`src/rtl/ioctl_port1_bridge.sv`:
```
// Bridges the data_io download/upload byte stream onto SDRAM port 1 (toggle req/ack).
// Downloads are nibble-expanded and queued in a 2-entry FIFO; uploads read back NVRAM bytes.
module ioctl_port1_bridge #(
    parameter logic [22:0] CMOS_BASE = 23'h1CC00,
    parameter logic [7:0]  NV_INDEX  = 8'hFF
) (
    input  logic        clk_sys,
    input  logic        reset_n,
    input  logic        ioctl_download,
    input  logic        ioctl_upload,
    input  logic [7:0]  ioctl_index,
    input  logic        ioctl_wr,
    input  logic [24:0] ioctl_addr,
    input  logic [7:0]  ioctl_dout,
    output logic [7:0]  ioctl_din,
    output logic        port1_req,
    input  logic        port1_ack,
    output logic [22:0] port1_a,
    output logic [1:0]  port1_ds,
    output logic        port1_we,
    output logic [15:0] port1_d,
    input  logic [15:0] port1_q,
    output logic        rom_loaded,
    output logic        busy,
    output logic        overrun
);

    typedef enum logic [0:0] {StIdle, StWait} state_e;
    typedef enum logic [1:0] {OpNone, OpWrite, OpRead} op_e;

    state_e      state_q, state_d;
    op_e         op_q, op_d;
    logic        wr_q, wr_d;
    logic        dl_q, dl_d;
    logic        up_q, up_d;
    logic        idx0_q, idx0_d;
    logic        req_q, req_d;
    logic        we_q, we_d;
    logic [22:0] a_q, a_d;
    logic [15:0] d_q, d_d;
    logic [7:0]  din_q, din_d;
    logic        pend_q, pend_d;
    logic [9:0]  last_q, last_d;
    logic        rom_q, rom_d;
    logic        ovr_q, ovr_d;
    logic [38:0] fifo_q [2];
    logic [38:0] fifo_d [2];
    logic        wptr_q, wptr_d;
    logic        rptr_q, rptr_d;
    logic [1:0]  cnt_q, cnt_d;

    logic        cmos_hit;
    logic [22:0] map_addr;
    logic [15:0] exp_data;
    logic        push, push_ok, pop, done, full;
    logic        dl_rise, up_rise, need, pend;

    always_comb begin
        cmos_hit = ((ioctl_index == 8'h00) && (ioctl_addr[22:10] == 13'h034)) ||
                   (ioctl_index == NV_INDEX);
        map_addr = cmos_hit ? (CMOS_BASE | {13'd0, ioctl_addr[9:0]}) : ioctl_addr[22:0];
        exp_data = {ioctl_dout[7:4], ioctl_dout[7:4], ioctl_dout[3:0], ioctl_dout[3:0]};
    end

    always_comb begin
        push    = ioctl_download && ioctl_wr && !wr_q;
        dl_rise = ioctl_download && !dl_q;
        up_rise = ioctl_upload && !up_q;
        done    = (state_q == StWait) && (port1_ack == req_q);
        pop     = done && (op_q == OpWrite);
        full    = (cnt_q == 2'd2);
        // A pop in the same cycle frees the slot, so a full FIFO can still accept.
        push_ok = push && (!full || pop);
        need    = up_rise || (ioctl_upload && (ioctl_addr[9:0] != last_q));
        pend    = pend_q || need;
    end

    always_comb begin
        state_d = state_q;
        op_d    = op_q;
        wr_d    = ioctl_wr;
        dl_d    = ioctl_download;
        up_d    = ioctl_upload;
        idx0_d  = idx0_q;
        req_d   = req_q;
        we_d    = we_q;
        a_d     = a_q;
        d_d     = d_q;
        din_d   = din_q;
        pend_d  = pend;
        last_d  = last_q;
        rom_d   = rom_q;
        ovr_d   = ovr_q;
        fifo_d  = fifo_q;
        wptr_d  = wptr_q;
        rptr_d  = rptr_q;
        cnt_d   = cnt_q;

        if (push_ok) begin
            fifo_d[wptr_q] = {map_addr, exp_data};
            wptr_d         = ~wptr_q;
        end
        if (pop) begin
            rptr_d = ~rptr_q;
        end
        if (push_ok && !pop) begin
            cnt_d = cnt_q + 2'd1;
        end else if (pop && !push_ok) begin
            cnt_d = cnt_q - 2'd1;
        end

        if (dl_rise) begin
            ovr_d  = 1'b0;
            idx0_d = (ioctl_index == 8'h00);
        end
        if (push && !push_ok) begin
            ovr_d = 1'b1;
        end

        unique case (state_q)
            StIdle: begin
                if (cnt_q != 2'd0) begin
                    {a_d, d_d} = fifo_q[rptr_q];
                    we_d       = 1'b1;
                    req_d      = ~req_q;
                    op_d       = OpWrite;
                    state_d    = StWait;
                end else if (pend && ioctl_upload) begin
                    a_d     = map_addr;
                    we_d    = 1'b0;
                    req_d   = ~req_q;
                    op_d    = OpRead;
                    last_d  = ioctl_addr[9:0];
                    pend_d  = 1'b0;
                    state_d = StWait;
                end
            end
            StWait: begin
                // OpNone here is the stale post-reset transaction; just let it drain.
                if (port1_ack == req_q) begin
                    if (op_q == OpRead) begin
                        din_d = {port1_q[11:8], port1_q[3:0]};
                    end
                    op_d    = OpNone;
                    state_d = StIdle;
                end
            end
            default: state_d = StIdle;
        endcase

        if (dl_rise) begin
            rom_d = 1'b0;
        end else if (!ioctl_download && (cnt_q == 2'd0) && (state_q == StIdle) && idx0_q) begin
            rom_d = 1'b1;
        end
    end

    always_ff @(posedge clk_sys or negedge reset_n) begin
        if (!reset_n) begin
            state_q   <= StWait;
            op_q      <= OpNone;
            wr_q      <= 1'b0;
            dl_q      <= 1'b0;
            up_q      <= 1'b0;
            idx0_q    <= 1'b0;
            req_q     <= 1'b0;
            we_q      <= 1'b0;
            a_q       <= '0;
            d_q       <= '0;
            din_q     <= '0;
            pend_q    <= 1'b0;
            last_q    <= '0;
            rom_q     <= 1'b0;
            ovr_q     <= 1'b0;
            fifo_q[0] <= '0;
            fifo_q[1] <= '0;
            wptr_q    <= 1'b0;
            rptr_q    <= 1'b0;
            cnt_q     <= '0;
        end else begin
            state_q   <= state_d;
            op_q      <= op_d;
            wr_q      <= wr_d;
            dl_q      <= dl_d;
            up_q      <= up_d;
            idx0_q    <= idx0_d;
            req_q     <= req_d;
            we_q      <= we_d;
            a_q       <= a_d;
            d_q       <= d_d;
            din_q     <= din_d;
            pend_q    <= pend_d;
            last_q    <= last_d;
            rom_q     <= rom_d;
            ovr_q     <= ovr_d;
            fifo_q[0] <= fifo_d[0];
            fifo_q[1] <= fifo_d[1];
            wptr_q    <= wptr_d;
            rptr_q    <= rptr_d;
            cnt_q     <= cnt_d;
        end
    end

    always_comb begin
        ioctl_din  = din_q;
        port1_req  = req_q;
        port1_a    = a_q;
        port1_ds   = 2'b11;
        port1_we   = we_q;
        port1_d    = d_q;
        rom_loaded = rom_q;
        overrun    = ovr_q;
        busy       = (cnt_q != 2'd0) || (op_q != OpNone);
    end

endmodule

```
`config.mk`:
```
export PLATFORM = sky130hd
export DESIGN_NAME = ioctl_port1_bridge
export DESIGN_NICKNAME = d
export VERILOG_FILES = /design/src/rtl/ioctl_port1_bridge.sv
export SDC_FILE = /design/constraint.sdc
export NUM_CORES = 1
export LEC_CHECK = 0
export BUFFER_PORTS_ARGS = -buffer_cell sky130_fd_sc_hd__buf_2
export CAP_MARGIN = 0
export CORE_UTILIZATION = 25
export DETAILED_ROUTE_END_ITERATION = 12
export SLEW_MARGIN = 25
export SYNTH_ARGS = -nofsm -noshare
export SYNTH_HDL_FRONTEND = slang
export SYNTH_SLANG_ARGS = --single-unit
```
`constraint.sdc`:
```
create_clock -name clk_sys -period 2.55 [get_ports clk_sys]
set_input_delay 0.3825 -clock clk_sys [delete_from_list [all_inputs] [get_ports clk_sys]]
set_output_delay 0.3825 -clock clk_sys [all_outputs]
set_load 0.005 [all_outputs]
```
==> flow_metrics.tcl, run 1 <==
set metrics [dict create \
    tightest_slew_ps 548 \
    critPathLaunchType "register" \
    grt_max_degree 54 \
    postLayoutSetupSlackWorst_ps 371 \
    core-area_um2 22700 \
    die_area_um2 23800 \
    drive_gt1_share_pct 35.7 \
    synthArstFlopShare_pct 100 \
    final_cell_mix "dfrtp_1 (125), buf_2 (103), nand2_1 (62), o21ai_0 (51), nor2_1 (38)" \
    synthesis.area_um2 5810 \
    crit_type "register to output pin" \
    antenna_found_initial 0 \
    start_util_pct 25.6 \
    die_y_um 154 \
    clk_pin_slew_ps 60 \
    place.gp.congestion 0.710 \
    final_common_cell "dfrtp_1" \
    crit_fanout 13 \
    syn2layout_area_growth_pct 25.6 \
    via_per_inst 4.30 \
    track_usage_pct 11.8 \
    cp.required_ps 2170 \
    synth.distinct_cells 42 \
    placed_cell_area_um2 6610 \
    maxCapViolations 0 \
    leakage_nw 3.52 \
    tns_ps 0 \
    cp-end-kind "output pin" \
    instances_no_fill 899 \
    fin_crit_sh_pct 85.5 \
    hold_viol 0 \
    finalSetupViolations 0 \
    rsz0062_at_grt "false" \
    ff2ff_setup_slack_ps 450 \
    cts_buffers 17 \
    post_cts_buffers 0 \
    place_ws_ps 421 \
    core.rowCount 55 \
    crit_arrival_ps 1800 \
    slew_viol_final 0 \
    wl_per_cell_um 14.8 \
    grt_pass1_vias 3718 \
    port_buffers 104 \
    maxSlewHeadroom_pct 63.5 \
    syn_avg_cell_area_um2 11.7 \
    holdCritPathClass "input pin to register" \
    cts.htree.levels 4 \
    drt_wl_total_um 13300 \
    ys_seq_area_share_pct 54.8 \
    clock-root-buffer "clkbuf_16" \
    syn_inst 498 \
    vias 3869 \
    antenna_cells 0 \
    grt_first_pass_wirelength_um 21100 \
    dp.cells 866 \
    hpwl_um 9140 \
    dieWidth_um 154 \
    clkLatencyLatePin_ps 430 \
    synth-edff-count 0 \
    cts_buffer_depth 2 \
    drt_pass1_iterations 6 \
    status "completed" \
    pin_count 117 \
    vdd_drop_max_mv 0.571 \
    drtAntennaViolNets 0 \
    route.detailed.drc 0 \
    drtIter0Drc 101 \
    final_cell_area_um2 7290 \
    max_freq_ghz 0.459 \
    grt.overflow.total 0 \
    clock-sinks 127 \
    synth-seq-cells 127 \
    fin_crit_ps 2180 \
    n_fill_cell 2322 \
    cts_tree "done" \
    finalNetCount 665 \
    skew_ps 13.4 \
    yosys_warnings 0 \
    synthFlopType "dfrtp_1" \
    power.density_nw_per_um2 1290 \
]
-- metrics by stage --
| stage | power (mW) | hold slack, ps | utilization, % |
|---|---|---|---|
| 2_1_floorplan | 5.76 | 86.9 | - |
| 3_3_place_gp | 6.66 | 379 | 29.1 |
| 3_5_place_dp | 6.74 | 379 | 29.1 |
| 4_1_cts | 9.59 | 58.1 | 32.1 |
| 5_1_grt | 10.1 | 65.8 | 32.1 |
| 6_report | 9.43 | 82.9 | 32.1 |
-- Yosys cell counts (all sizes together) (4+ instances only) --
master	number	area share (%)
a21oi	22	1.9
a31oi	8	0.86
buf	23	3.0
clkbuf	13	0.86
dfrtp	126	54
mux2	57	13
mux2i	31	5.3
nand2	62	4.0
nand3	4	0.78
nor2	40	2.6
nor2b	7	0.75
nor4	5	0.80
o21ai	51	4.4
xnor2	7	1.1
xor2	10	1.5
-- flip-flops by register name, summed over array words and instances (netlist names), 2 cells and up --
signal and count:
last_q 10, op_q 2, port1_a 23, fifo_q 62
port1_d 8, ioctl_din 8, cnt_q 2
-- per-layer routing --
layer | routed length (µm) | vias to the layer above | GRT usage, % | part of all wire, %
met5 | 0 | - | 0 | 0
met3 | 724 | 16 | 4.26 | 5.5
met2 | 5800 | 86 | 16.9 | 44
li1 | - | 1925 | - | -
met4 | 172 | 0 | 4.10 | 1.3
met1 | 6570 | 1842 | 16.2 | 50
-- final cells by class --
cell class	count	area, µm²	share of cell area, %
tap	285	357	4.89
clock buffer	19	443	6.07
inverter	3	11.3	0.154
multi-input combinational	333	2400	32.9
timing repair buffer	119	667	9.15
sequential	127	3180	43.6
clock inverter	13	234	3.21
-- where the power goes --
| group | internal (mW) | switching (mW) |
|---|---|---|
| logic | 1.64 | 1.53 |
| clock network | 1.86 | 0.925 |
| registers | 2.96 | 0.520 |
| total | 6.46 | 2.97 |
-- worst paths after layout --
check | end | startpoint | depth (start not counted)
hold / removal | wr_q | ioctl_wr | 1
setup reg to reg | cnt_q[1] | state_q | 6
min in group asynchronous | ioctl_din[3] | reset_n | 2
hold reg to reg | port1_a[0] | port1_a[0] | 2
max in group asynchronous | fifo_q[43] | reset_n | 3
setup / recovery | busy | cnt_q[0] | 3
-- critical path, stage by stage (launching register included) --
cell	delay, ps
dfrtp_1	450
or2_2	420
or3_1	360
buf_2	150
-- timing repair --
| action | in CTS | in global routing |
|---|---|---|
| endpoints found under the hold margin | 49 | 0 |
| gates resized for setup | 0 | 0 |
| hold buffers | 1 | 0 |
-- cells by family (layout without fill, tap and decap cells) --
group / after synthesis / after routing / synth area share (%)
AO/OA/AOI/OAI: 92 / 92 / 8.92
other: 1 / 2 / 0.0646
AND/OR/NAND/NOR: 133 / 133 / 10.7
flip-flops: 127 / 127 / 54.8
XOR/XNOR: 17 / 17 / 2.56
buffers and inverters: 39 / 154 / 4.01
adder cells (fa/ha/maj): 1 / 1 / 0.215
multiplexers: 88 / 88 / 18.7
No activity file was read; power rests on OpenSTA's default activity.
==> run 2: changes to the inputs <==
clock period = 2.6 ns   (was 2.55 ns; I/O delays follow)
==> run 2 against run 1 <==
- register-to-register slack got worse by 20 ps
- largest power group unchanged
- critical path depth did not move
- critical endpoint unchanged
- cell count is 0.11% lower
==> flow_metrics.tcl, run 2 (synthesized netlist as in run 1, its figures left out) <==
set metrics [dict create \
    met3_usage_pct 3.84 \
    port_buffers 104 \
    tightest_slew_ps 554 \
    final_util_pct 31.9 \
    via_per_inst 4.33 \
    largest_reg_flops 62 \
    place.gp.congestion 0.718 \
    die_y_um 154 \
    vdd_drop_max_mv 0.472 \
    pin_count 117 \
    startpoint "cnt_q[0]" \
    hpwl_um 9290 \
    cp.required_ps 2210 \
    maxCapViolations 0 \
    cts_buffer_depth 2 \
    cts_buffers 17 \
    switching_share_pct 32.7 \
    gr-usage-met1_pct 16.7 \
    fin_crit_sh_pct 85.0 \
    fin_crit_ps 2210 \
    power.density_nw_per_um2 1250 \
    crit_path_end "busy" \
    core-area_um2 22700 \
    clock-root-buffer "clkbuf_16" \
    antenna_found_initial 0 \
    drt_pass1_iterations 5 \
    clock-sinks 127 \
    place_ws_ps 400 \
    grt_first_pass_wirelength_um 21900 \
    final_cell_mix "dfrtp_1 (125), buf_2 (103), nand2_1 (62), o21ai_0 (51), nor2_1 (38)" \
    syn2layout_area_growth_pct 24.6 \
    grt_max_degree 51 \
    grt-busiest-layer "met2" \
    timing.rr.end "fifo_q[51]" \
    post_cts_resized 0 \
    pwr-share-seq_pct 37.9 \
    crit_fanout 13 \
    route.detailed.drc 0 \
    die_area_um2 23800 \
    crit_type "register to output pin" \
    clk_pin_slew_ps 60 \
    holdCritPathClass "input pin to register" \
    postLayoutSetupSlackWorst_ps 391 \
    finalPower_mw 9.02 \
    clkLatencyLatePin_ps 410 \
    cts.htree.levels 4 \
    final_common_cell "dfrtp_1" \
    switching_power_mw 2.95 \
    drt_wl_total_um 13400 \
    post_cts_buffers 0 \
    p_comb_share_pct 34.6 \
    leakage_nw 3.50 \
    wl_per_cell_um 14.9 \
    drtAntennaViolNets 0 \
    dieWidth_um 154 \
    cp-end-kind "output pin" \
    critPathLaunchType "register" \
    tns_ps 0 \
    rsz0062_at_grt "false" \
    grt_pass1_vias 3916 \
    track_usage_pct 12.1 \
    top_register "fifo_q" \
    start_util_pct 25.6 \
    ff2ff_setup_slack_ps 430 \
    vias 3888 \
    worstReg2RegStart "state_q" \
    antenna_cells 0 \
    slew_viol_final 0 \
    core.rowCount 55 \
    status "completed" \
    finalSetupViolations 0 \
    max_freq_ghz 0.453 \
    drive_gt1_share_pct 35.7 \
    crit_arrival_ps 1820 \
    finalNetCount 664 \
    maxSlewHeadroom_pct 62.7 \
    use_met2_pct 17.5 \
    drtIter0Drc 113 \
    p_int_mw 6.07 \
    p_clk_share_pct 27.5 \
    cts_tree "done" \
    skew_ps 5.59 \
    grt.overflow.total 0 \
    reg2reg_depth 5 \
    hold_viol 0 \
]
[run 2: power by group through the flow]
stage / Clock (mW) / Combinational [mW] / Sequential, mW
floorplan: 0 / 2.29 / 3.36
global placement: 0 / 3.12 / 3.42
detailed placement: 0 / 3.17 / 3.45
CTS: 2.55 / 3.18 / 3.43
global route: 2.64 / 3.50 / 3.55
finish: 2.48 / 3.12 / 3.42
[run 2: worst min path at each step]
stage	from	end	cells after the start
3_3_place_gp	reset_n	port1_a[16]	1
6_report	ioctl_wr	wr_q	1
2_1_floorplan	reset_n	cnt_q[0]	0
3_5_place_dp	reset_n	port1_a[16]	1
4_1_cts	ioctl_wr	wr_q	1
5_1_grt	ioctl_wr	wr_q	1
[run 2: metal layers]
layer / vias to the layer above / share of wire (%)
met2: 94 / 43
met3: 18 / 5.2
met5: - / 0
li1: 1921 / -
met4: 0 / 1.8
met1: 1855 / 50
[run 2: area by class of cell]
type,count,area [µm²]
clock buffer,19,453
inverter,3,11.3
clock inverter,13,161
multi-input combinational,333,2400
timing repair buffer,118,672
sequential,127,3180
fill,2326,15500
tap,285,357
[run 2: repair_timing]
item,in CTS,in global routing
endpoints found under the hold margin,45,0
hold buffers,1,0
endpoints found under the setup margin,0,0
[run 2: worst max-delay path, stage by stage, from the launching register on]
cell and delay, ps:
dfrtp_1 450, or2_2 430, or3_1 370, buf_2 150
[run 2: per-stage QoR]
| step | instance area (µm²) | cells | hold WS (ps) |
|---|---|---|---|
| CTS | 7230 | 898 | 77.7 |
| finish | 7230 | 898 | 96.0 |
| detailed placement | 6610 | 865 | 371 |
| floorplan | 5810 | 499 | 94.4 |
| global placement | 6610 | 865 | 370 |
| global route | 7230 | 898 | 84.5 |
==> run 3: changes to the inputs <==
clock period = 2.2 ns   (was 2.6 ns; I/O delays follow)
==> run 3 against run 2 <==
- routed wire length grew 0.80%
- clock skew rose by 10 ps
- power up 19%
- critical endpoint unchanged
- largest cell class unchanged
- highest routed layer unchanged
==> flow_metrics.tcl, run 3 (synthesized netlist as in run 1, its figures left out) <==
set metrics [dict create \
    die_y_um 154 \
    worstReg2RegStart "state_q" \
    drt_wl_total_um 13500 \
    finalNetCount 674 \
    via_per_inst 4.30 \
    rsz0062_at_grt "false" \
    pwr-share-seq_pct 37.6 \
    top_register "fifo_q" \
    antenna_cells 0 \
    cts_buffers 17 \
    pin_count 117 \
    syn2layout_area_growth_pct 26.5 \
    crit_type "register to output pin" \
    cts.htree.levels 4 \
    reg2reg_depth 6 \
    largest_reg_flops 62 \
    tns_ps 0 \
    hp-start "ioctl_wr" \
    cts_buffer_depth 2 \
    die_area_um2 23800 \
    final_util_pct 32.3 \
    core.rowCount 55 \
    drtAntennaViolNets 0 \
    leakage_nw 3.57 \
    critPathLaunchType "register" \
    n_fill_cell 2321 \
    path_cells "or2_2 > buf_4 > or3_1 > buf_2" \
    drive_gt1_share_pct 36.6 \
    switching_power_mw 3.46 \
    cp-end-kind "output pin" \
    seq_area_um2 3180 \
    grt_first_pass_wirelength_um 21600 \
    cts_tree "done" \
    grt.overflow.total 0 \
    final_cell_area_um2 7340 \
    grt_pass1_vias 3867 \
    startpoint "cnt_q[1]" \
    core-area_um2 22700 \
    hpwl_um 9340 \
    dieWidth_um 154 \
    status "completed" \
    slowest_delay_ps 370 \
    finalPower_mw 10.8 \
    clkLatencyLatePin_ps 420 \
    multi_input_area_um2 2410 \
    cp.required_ps 1870 \
    clk_pin_slew_ps 60 \
    track_usage_pct 12.1 \
    vdd_drop_max_mv 0.504 \
    slew_viol_final 0 \
    crit_arrival_ps 1780 \
    grt_max_degree 56 \
    hold_viol 0 \
    p_int_mw 7.31 \
    drt_pass1_iterations 4 \
    placed_cell_area_um2 6710 \
    start_util_pct 25.6 \
    maxSlewHeadroom_pct 62.9 \
    vias 3904 \
    final_common_cell "dfrtp_1" \
    wl_per_cell_um 14.9 \
    finalSetupViolations 0 \
    fin_crit_ps 2110 \
    place.gp.congestion 0.711 \
    route.detailed.drc 0 \
    p_clk_share_pct 27.4 \
    crit_fanout 12 \
    port_buffers 104 \
    power.density_nw_per_um2 1470 \
    antenna_found_initial 0 \
    clock-sinks 127 \
    clock-root-buffer "clkbuf_16" \
    switching_share_pct 32.1 \
    skew_ps 16.0 \
    critPathSlowestCell "dfrtp_1" \
    p_comb_share_pct 35.0 \
    fin_crit_sh_pct 95.8 \
    max_freq_ghz 0.474 \
    maxCapViolations 0 \
    holdCritPathClass "input pin to register" \
    drtIter0Drc 154 \
    final_cell_mix "dfrtp_1 (125), buf_2 (103), nand2_1 (62), o21ai_0 (51), nor2_1 (38)" \
    tightest_slew_ps 556 \
    hold_path_depth 1 \
]
## run 3: cell types whose count changed in the layout (fill, tap and decap cells not counted), sizes merged
cell and change:
buf +10, bufinv +1, clkbuf +1, clkinv +3
clkinvlp -3, inv -2
## run 3: what timing repair did
action,in CTS,in global routing
hold buffers,1,0
endpoints found under the hold margin,52,0
gates resized for setup,0,2
setup buffers,0,0
setup endpoints to repair,0,11
## run 3: critical path: cells and delay by family (launching register included)
family                 cells  cell delay, ps
buffers and inverters      2             330
DFF                        1             370
and+or+nand+nor            2             660
## run 3: final timing paths
check / to / slack, ps
min in group asynchronous: dl_q / 450
max in group asynchronous: fifo_q[16] / 1110
min reg2reg: port1_a[4] / 470
max reg2reg: cnt_q[1] / 160
max: busy / 90
min: wr_q / 30
## run 3: cell type report
type,count,share of cell area (%)
clock buffer,20,6.08
clock inverter,12,2.27
inverter,3,0.153
multi-input combinational,333,32.8
sequential,127,43.3
tap,285,4.86
timing repair buffer,128,10.5
## run 3: power by group through the flow
stage	Combinational, mW	Sequential (mW)	Clock, mW
after global placement	3.77	4.06	0
after floorplan	2.71	3.97	0
after global routing	4.26	4.20	3.14
after detailed placement	3.84	4.09	0
final	3.77	4.04	2.95
after CTS	3.85	4.06	3.04
## run 3: through the flow
stage / setup slack, ps / hold slack [ps] / instances
after floorplan: 195 / 34.4 / 499
after global placement: -45.8 / 345 / 875
after detailed placement: -55.9 / 351 / 875
after CTS: 3.37 / 14.3 / 908
after global routing: 7.65 / 18.9 / 908
final: 91.9 / 32.6 / 908
## run 3: routing by layer
metal  vias up  GRT usage, %  part of all wire [%]
met1      1861          16.9                    51
met5         -             0                     0
met3        13          3.67                   4.8
met4         0          4.67                   1.2
li1       1945             -                     -
met2        85          17.3                    43
